### config.mk
export PLATFORM = sky130hd
export DESIGN_NAME = sync_fifo_flat
export DESIGN_NICKNAME = d
export VERILOG_FILES = /design/src/rtl/sync_fifo_if.sv /design/src/rtl/sync_fifo.sv /design/src/flat_wrapper.sv
export SDC_FILE = /design/constraint.sdc
export NUM_CORES = 1
export LEC_CHECK = 0
export ABC_AREA = 0
export CAP_MARGIN = 20
export CORE_MARGIN = 4
export CORE_UTILIZATION = 40
export CTS_CLUSTER_DIAMETER = 40
export CTS_CLUSTER_SIZE = 14
export DETAILED_ROUTE_END_ITERATION = 16
export DONT_BUFFER_PORTS = 1
export GPL_TIMING_DRIVEN = 0
export PLACE_DENSITY = 0.55
export SYNTH_ARGS = -nofsm -noshare
export SYNTH_HDL_FRONTEND = slang
export SYNTH_SLANG_ARGS = --single-unit
### constraint.sdc
create_clock -name i_clk -period 5.07 [get_ports i_clk]
set_input_delay 1.014 -clock i_clk [delete_from_list [all_inputs] [get_ports i_clk]]
set_output_delay 1.014 -clock i_clk [all_outputs]
set_load 0.005 [all_outputs]
### src/rtl/sync_fifo_if.sv
`default_nettype none
// ============================================================================
// Module   : sync_fifo_if
// Brief    : Write/read handshake and status bundle for sync_fifo.
// Revision : 1.0 - initial release
// ============================================================================
interface sync_fifo_if #(
    parameter int DATA_W = 16
);
    logic              i_wr;
    logic              i_rd;
    logic [DATA_W-1:0] i_data;
    logic [DATA_W-1:0] o_data;
    logic              o_full;
    logic              o_empty;

    modport master (
        output i_wr, i_rd, i_data,
        input  o_data, o_full, o_empty
    );

    modport slave (
        input  i_wr, i_rd, i_data,
        output o_data, o_full, o_empty
    );
endinterface
`default_nettype wire

### src/rtl/sync_fifo.sv
`default_nettype none
// ============================================================================
// Module   : sync_fifo
// Brief    : Single-clock FIFO with registered read data and count-based flags.
// Revision : 1.0 - initial release
// ============================================================================
module sync_fifo #(
    parameter int DATA_W = 16,
    parameter int DEPTH  = 8
) (
    input  wire logic  i_clk,
    input  wire logic  i_rstn,
    sync_fifo_if.slave bus
);
    localparam int            AW         = $clog2(DEPTH);
    localparam logic [AW:0]   c_CNT_FULL = (AW+1)'(DEPTH);
    localparam logic [AW:0]   c_CNT_ONE  = (AW+1)'(1);
    localparam logic [AW-1:0] c_PTR_ONE  = AW'(1);

    logic [DATA_W-1:0] r_mem [DEPTH];
    logic [AW-1:0]     r_wr_ptr;
    logic [AW-1:0]     r_rd_ptr;
    logic [AW:0]       r_count;
    logic [DATA_W-1:0] r_data;

    logic w_full;
    logic w_empty;
    logic w_rd_acc;
    logic w_wr_acc;

    assign w_full   = (r_count == c_CNT_FULL);
    assign w_empty  = (r_count == '0);
    assign w_rd_acc = bus.i_rd && !w_empty;
    // A full FIFO still takes a write when a read frees a slot on the same edge.
    assign w_wr_acc = bus.i_wr && (!w_full || w_rd_acc);

    always_ff @(posedge i_clk) begin
        if (w_wr_acc) begin
            r_mem[r_wr_ptr] <= bus.i_data;
        end
    end

    always_ff @(posedge i_clk or negedge i_rstn) begin
        if (!i_rstn) begin
            r_wr_ptr <= '0;
            r_rd_ptr <= '0;
            r_count  <= '0;
            r_data   <= '0;
        end else begin
            if (w_wr_acc) begin
                r_wr_ptr <= r_wr_ptr + c_PTR_ONE;
            end
            if (w_rd_acc) begin
                r_rd_ptr <= r_rd_ptr + c_PTR_ONE;
                r_data   <= r_mem[r_rd_ptr];
            end
            case ({w_wr_acc, w_rd_acc})
                2'b10:   r_count <= r_count + c_CNT_ONE;
                2'b01:   r_count <= r_count - c_CNT_ONE;
                default: r_count <= r_count;
            endcase
        end
    end

    assign bus.o_data  = r_data;
    assign bus.o_full  = w_full;
    assign bus.o_empty = w_empty;
endmodule
`default_nettype wire

### src/flat_wrapper.sv
// flat-port wrapper written by rule: the top's interface ports become plain ports
module sync_fifo_flat 
#(
    parameter int DATA_W = 16,
    parameter int DEPTH  = 8
)
  (i_clk, i_rstn, bus_i_wr, bus_i_rd, bus_i_data, bus_o_data, bus_o_full, bus_o_empty);
  sync_fifo_if #(.DATA_W(DATA_W)) bus_i ();
  input  wire logic i_clk;
  input  wire logic i_rstn;
  input wire logic [$bits(bus_i.i_wr)-1:0] bus_i_wr;
  input wire logic [$bits(bus_i.i_rd)-1:0] bus_i_rd;
  input wire logic [$bits(bus_i.i_data)-1:0] bus_i_data;
  output wire logic [$bits(bus_i.o_data)-1:0] bus_o_data;
  output wire logic [$bits(bus_i.o_full)-1:0] bus_o_full;
  output wire logic [$bits(bus_i.o_empty)-1:0] bus_o_empty;
  assign bus_i.i_wr = bus_i_wr;
  assign bus_i.i_rd = bus_i_rd;
  assign bus_i.i_data = bus_i_data;
  assign bus_o_data = bus_i.o_data;
  assign bus_o_full = bus_i.o_full;
  assign bus_o_empty = bus_i.o_empty;
  sync_fifo #(.DATA_W(DATA_W), .DEPTH(DEPTH)) u_core (.i_clk(i_clk), .i_rstn(i_rstn), .bus(bus_i));
endmodule
# Yosys cells after proc, flatten, opt, wreduce, memory -nomap -nowiden

Memory sizes are Yosys's and may differ from the RTL's. A register that Yosys moved wholly into a read port is not among the register bits.
Index checks and enable logic that the tools add are counted.

Equal/unequal tests: 3
Multiplexer cells: 3
Reductions and logical operators: 8
$add $sub $neg: 4

Operators with widths:

| kind                | count |
|---|---|
| $pmux 4 s2          | 1 |
| $add 3x1->3 const B | 2 |
| $add 4x1->4 const B | 1 |
| $eq 4x4->1 const B  | 1 |
| $logic_not 4->1     | 1 |
| $sub 4x1->4 const B | 1 |
| $logic_not 1->1     | 3 |
| $eq 2x1->1 const B  | 1 |
| $eq 2x2->1 const B  | 1 |
| $logic_and 1x1->1   | 2 |
| $mux 1              | 2 |
| $reduce_bool 2->1   | 1 |
| $logic_or 1x1->1    | 1 |

Register bits after elaboration: 10
Bits in writable memories: 128
Output and inout bits: 18
Memories kept: 1

Memories:

| memory       | depth | bits a word | rd ports | clocked after Yosys merged registers in | wr ports | RTL line        | text |
|---|---|---|---|---|---|---|---|
| u_core.r_mem | 8     | 16          | 1        | 1                                       | 1        | sync_fifo.sv:20 | `logic [DATA_W-1:0] r_mem [DEPTH];` |

# Logic depth before layout (Yosys ltp)

Depth in word-level cells: 7
Depth in mapped cells: 9

# Worst setup path before layout

No wires, ideal clock.

Path type: input to register
Start: input bus_i_rd
End: memory u_core.r_mem[0][0], enable pin
Library setup time: 0.430 ns
Path slack: 1.851 ns
Cell stages on the path: 3
Data required time: 4.640 ns
Arrival time: 2.788 ns
Path through: o21a_4 -> inv_6 -> nor4_1

Longest elaborated chain between the ends: 5

RTL lines:

| element                      | RTL line           | text |
|---|---|---|
| start, declared              | flat_wrapper.sv:12 | `input wire logic [$bits(bus_i.i_rd)-1:0] bus_i_rd;` |
| $logic_and 1x1->1            | sync_fifo.sv:33    | `assign w_rd_acc = bus.i_rd && !w_empty;` |
| $logic_or 1x1->1             | sync_fifo.sv:35    | `assign w_wr_acc = bus.i_wr && (!w_full \|\| w_rd_acc);` |
| $logic_and 1x1->1            | sync_fifo.sv:35    |  |
| $mux 1                       | sync_fifo.sv:38    | `if (w_wr_acc) begin` |
| $mux 1 (not written as such) | sync_fifo.sv:39    | `r_mem[r_wr_ptr] <= bus.i_data;` |
| end, declared                | sync_fifo.sv:20    |  |

Every way passes these cells.

# Final worst setup path

Start: register u_core.r_count[2]
End: register u_core.r_count[3]

Longest elaborated chain between the ends: 7

RTL lines:

| element                                         | RTL line        | text |
|---|---|---|
| start, declared                                 | sync_fifo.sv:23 | `logic [AW:0] r_count;` |
| start signal, assigned                          | sync_fifo.sv:58 | `2'b10: r_count <= r_count + c_CNT_ONE;` |
| start signal, assigned                          | sync_fifo.sv:59 | `2'b01: r_count <= r_count - c_CNT_ONE;` |
| start signal, assigned                          | sync_fifo.sv:60 | `default: r_count <= r_count;` |
| $logic_not 4->1                                 | sync_fifo.sv:32 | `assign w_empty = (r_count == '0);` |
| $logic_not 1->1                                 | sync_fifo.sv:33 |  |
| $logic_and 1x1->1                               | sync_fifo.sv:33 |  |
| $logic_or 1x1->1                                | sync_fifo.sv:35 |  |
| $logic_and 1x1->1                               | sync_fifo.sv:35 |  |
| $eq 2x1->1 or $eq 2x2->1 (tied branches)        | sync_fifo.sv:57 | `case ({w_wr_acc, w_rd_acc})` |
| $pmux 4 s2 or $reduce_bool 2->1 (tied branches) | --              |  |

Parallel ways exist; a longest one is shown, timed or not.
A chain may end at the register's enable or synchronous reset.

==> impl.org <==
** Worst setup path
- For the worst flop-to-flop path, the logic depth is 8.
- For the worst setup path, the data arrival time is 3060 ps.
- Launching element type of the critical path :: register
- Setup slack of the worst register-to-register path :: 2300 ps
- Along the worst path, the maximum fanout reaches 8.
- By startpoint and endpoint, the worst setup path is classified as register to register.
- The endpoint identified for the worst register-to-register timing path is u_core.r_count[3].
- Type of destination of the critical path :: register
- Worst r2r src :: u_core.r_count[2]
- At the worst endpoint, the required time is roughly 5400 ps.

** Finish
- The count of cells in the finished layout, fillers not included, comes to 591.
- Summing all multi-input logic gate instances after layout gives ~1500 sq um.
- Area taken by flip-flops and latches :: about 4500 sq um
- At the end of the flow the core is filled with cells to a little under half.
- Post-synthesis to final-layout area growth :: 16.2%
- Leading cell type in the layout, fill and taps excluded :: edfxtp_1
- Top library cells by usage in the layout, fill and taps aside :: 128 x edfxtp_1, 33 x mux2i_1, 27 x nand2_1
- The number of antenna diodes in the final layout is 0.
- Counting the fill cells in the layout gives 1277.
- Final net count :: 417
- Of the cells placed in the final design, the portion with a size suffix greater than 1 is roughly a fifth.

** Placement
- HPWL after DPL :: 8430 um
- Last weighted congestion value of the routability-driven placer :: 0.740
- Number of I/O port buffers :: 0
- Cell count after placement :: between 500 and 600

** Synthesis
- After Yosys synthesis, full adders, half adders and majority gates account for 1.35% of the synthesized area.
- Library cell occupying the most area in the post-synthesis netlist :: edfxtp_1
- Nets in the synthesized netlist :: about 390
- Number of flip-flops and latches in the synthesized netlist :: about 150
- Proportion of synthesized area in mux cells :: 11.2%
- Proportion of netlist area held by the largest area contributor :: 62.6%
- Distinct cell type count of the synthesized netlist :: 38
- For this run, the number of Yosys warnings is 0.
- Share of the synthesized area in compound gates (AO/OA/AOI/OAI) :: under 10%
- Sequential fraction of the synthesis area :: around 73%
- The synthesized netlist devotes 0.856% of its cell area to XOR and XNOR gates.
- Synthesized instance count :: around 360
- In this run the cell area of the synthesized design comes to 6140 sq um.
- Per-instance average area after synthesis :: 17.0 sq um
- After synthesis, the largest family of logic cells by area is multiplexers.
- Ranked by total cell area, the synthesized netlist is headed by edfxtp_1 63%, dfrtp_1 11%, mux2i_1 5.4%, mux2_2 3.3%, a221o_1 2.6%.
- Simple-gate area share of the yosys netlist :: 3.91%

** Route
- Sum of routed wire length over all layers :: approximately 13000 um
- Wire per inst :: 21.7 um
- Remaining routing DRC violations :: 0
- Number of vias per cell :: 5.39
- The first TritonRoute pass finished after 4 iterations.
- The detail route stage leaves a number of antenna-violating nets equal to 0.
- Total number of vias :: 3183
- For this block, the initial DRC count from the detailed router was 205.

** Clock network
- CTS Buf Count :: 17
- Clock-pin slew was measured on the worst setup and hold paths at around 60 ps.
- TritonCTS built the clock tree.
- Worst-Skew Late Latency :: 420 ps
- Master cell of the clock root buffer :: clkbuf_16
- Sinks on the clock net :: 154
- Max H-tree Level :: 4
- Gates resized during post-CTS repair numbered 0.
- The longest clock path from root to sink contains 2 buffers.
- Post-CTS Hold Buffers :: 0
- Post-CTS timing repair inserted 0 buffers for setup.

** Die
- Overall die height :: between 100 and 150 um
- For this configuration, the core starts out at a cell density of 40.5%.
- The floorplan step defined a core boundary enclosing between 15000 and 20000 sq um.
- Row generation in the floorplan step produced 45 rows.
- Number of placed I/O pins :: 38
- Area enclosed by the die boundary :: around 17000 sq um
- The floorplan step set the die width to around 130 um.

** Global routing
- Global Route Usage Sum :: ~16%
- Entering global routing, the biggest net connects 27 pins.
- After global routing, the most crowded layer is met2.
- Wire length of the first global-routing pass :: 19900 um
- Met1 Usage GRT :: 19.9%
- The number of global-route vias before repair was 3249.
- Global-route track usage on met3 :: 5.61%
- For met2 alone, demand over resource in global routing was 25.1%.
- Initial antenna violation count :: 0
- After global routing the overflow that remains totals 0.

** STA
- The worst pin sits at a relative slew slack of 36.4%.
- Total negative setup slack :: 0 ps
- After layout, the worst path uses 54.6% of the clock period.
- Final hold vios :: 0
- Worst slew pin tran :: 949 ps
- Skew final :: 8.56 ps
- Final setup viols :: 0
- Worst hold slack :: 289 ps
- Based on the critical path, the design can be clocked at up to 361 MHz.
- Setup repair after global routing left no endpoint under its margin.
- Subtracting the final worst setup slack from the clock period gives 2770 ps.
- Max-slew violation count :: 0

** Pwr
- Across the VDD grid, the largest voltage drop is around 0.33 mV.
- In this run the power density over the cells is 599 nW/um^2.
- Leakage power summed over all cells :: 2.54 nW

** Job
- Across the run, the number of max-cap violations was 0.

** Hold path
- In this run the worst hold path is classified as input pin to asynchronous set/reset pin.

** Outcome
- The flow ran to the end, and the final reports show no timing, DRC or antenna violations.
power breakdown:
group,internal [mW],switching [mW]
sequential,1.64,0.156
clock,0.817,0.476
combinational,0.526,0.660
Yosys cell counts, drive strengths merged:
cell type / number
a21oi: 1
a221o: 16
buf: 12
clkbuf: 5
dfrtp: 26
edfxtp: 128
fa: 1
ha: 5
inv: 8
mux2: 32
mux2i: 33
nand2: 29
nand2b: 4
nand4b: 1
nor2: 4
nor2b: 1
nor3: 5
nor3b: 1
nor4: 3
o21a: 1
o21ai: 19
o22ai: 16
o311ai: 1
o41ai: 1
or3: 1
or4b: 1
xnor2: 5
xor2: 1
logic make-up after synthesis:
group	after synthesis
AOI/OAI and AO/OA	55
xor gates and xnor gates	6
adders and majority gates	6
buffers and inverters	25
DFF	154
muxes	65
and+or+nand+nor	50
area by class of cell:
cell class	count	share of cell area, %
tap	188	3.30
clock inverter	13	2.47
inverter	8	0.491
clock buffer	18	6.02
buffer	17	1.86
timing repair buffer	11	1.68
sequential	154	63.0
multi-input combinational	182	21.2
flip-flops by register name, indices dropped and copies added, names as in the netlist:
| signal | flops |
|---|---|
| u_core.r_wr_ptr | 3 |
| u_core.r_mem | 128 |
| u_core.r_count | 4 |
| u_core.bus.o_data | 16 |
| u_core.r_rd_ptr | 3 |
metrics by stage:
stage | area, sq um | total power [mW] | worst slack [ps]
floorplan | 6140 | 2.63 | 1850
global placement | 6370 | 2.95 | 181
detailed placement | 6530 | 3.03 | 2300
CTS | 7130 | 4.32 | 2300
global route | 7130 | 4.49 | 2100
finish | 7130 | 4.27 | 2300
per-layer routing:
metal	vias to the layer above	part of all wire, %
met2	70	49
met5	-	0
li1	1468	-
met3	13	6.4
met4	0	1.3
met1	1632	43
worst max-delay path by stage:
stage                 startpoint                  end  slack (ps)  cells after the start
2_1_floorplan           bus_i_rd   u_core.r_mem[0][0]        1850                      3
3_3_place_gp            bus_i_rd  u_core.r_mem[0][12]         180                      3
3_5_place_dp   u_core.r_count[2]    u_core.r_count[3]        2300                      8
4_1_cts        u_core.r_count[2]    u_core.r_count[3]        2300                      8
5_1_grt        u_core.r_count[2]    u_core.r_count[3]        2100                      8
6_report       u_core.r_count[2]    u_core.r_count[3]        2300                      8
critical path, cell delays in order, from the launching register on:
cell and delay, ps:
dfrtp_1 450, or4b_4 570, o21a_4 250, inv_6 90
ha_1 300, ha_1 280, a21oi_1 210, o21ai_0 140
o311ai_0 340
Power figures use the tool's default switching activity.
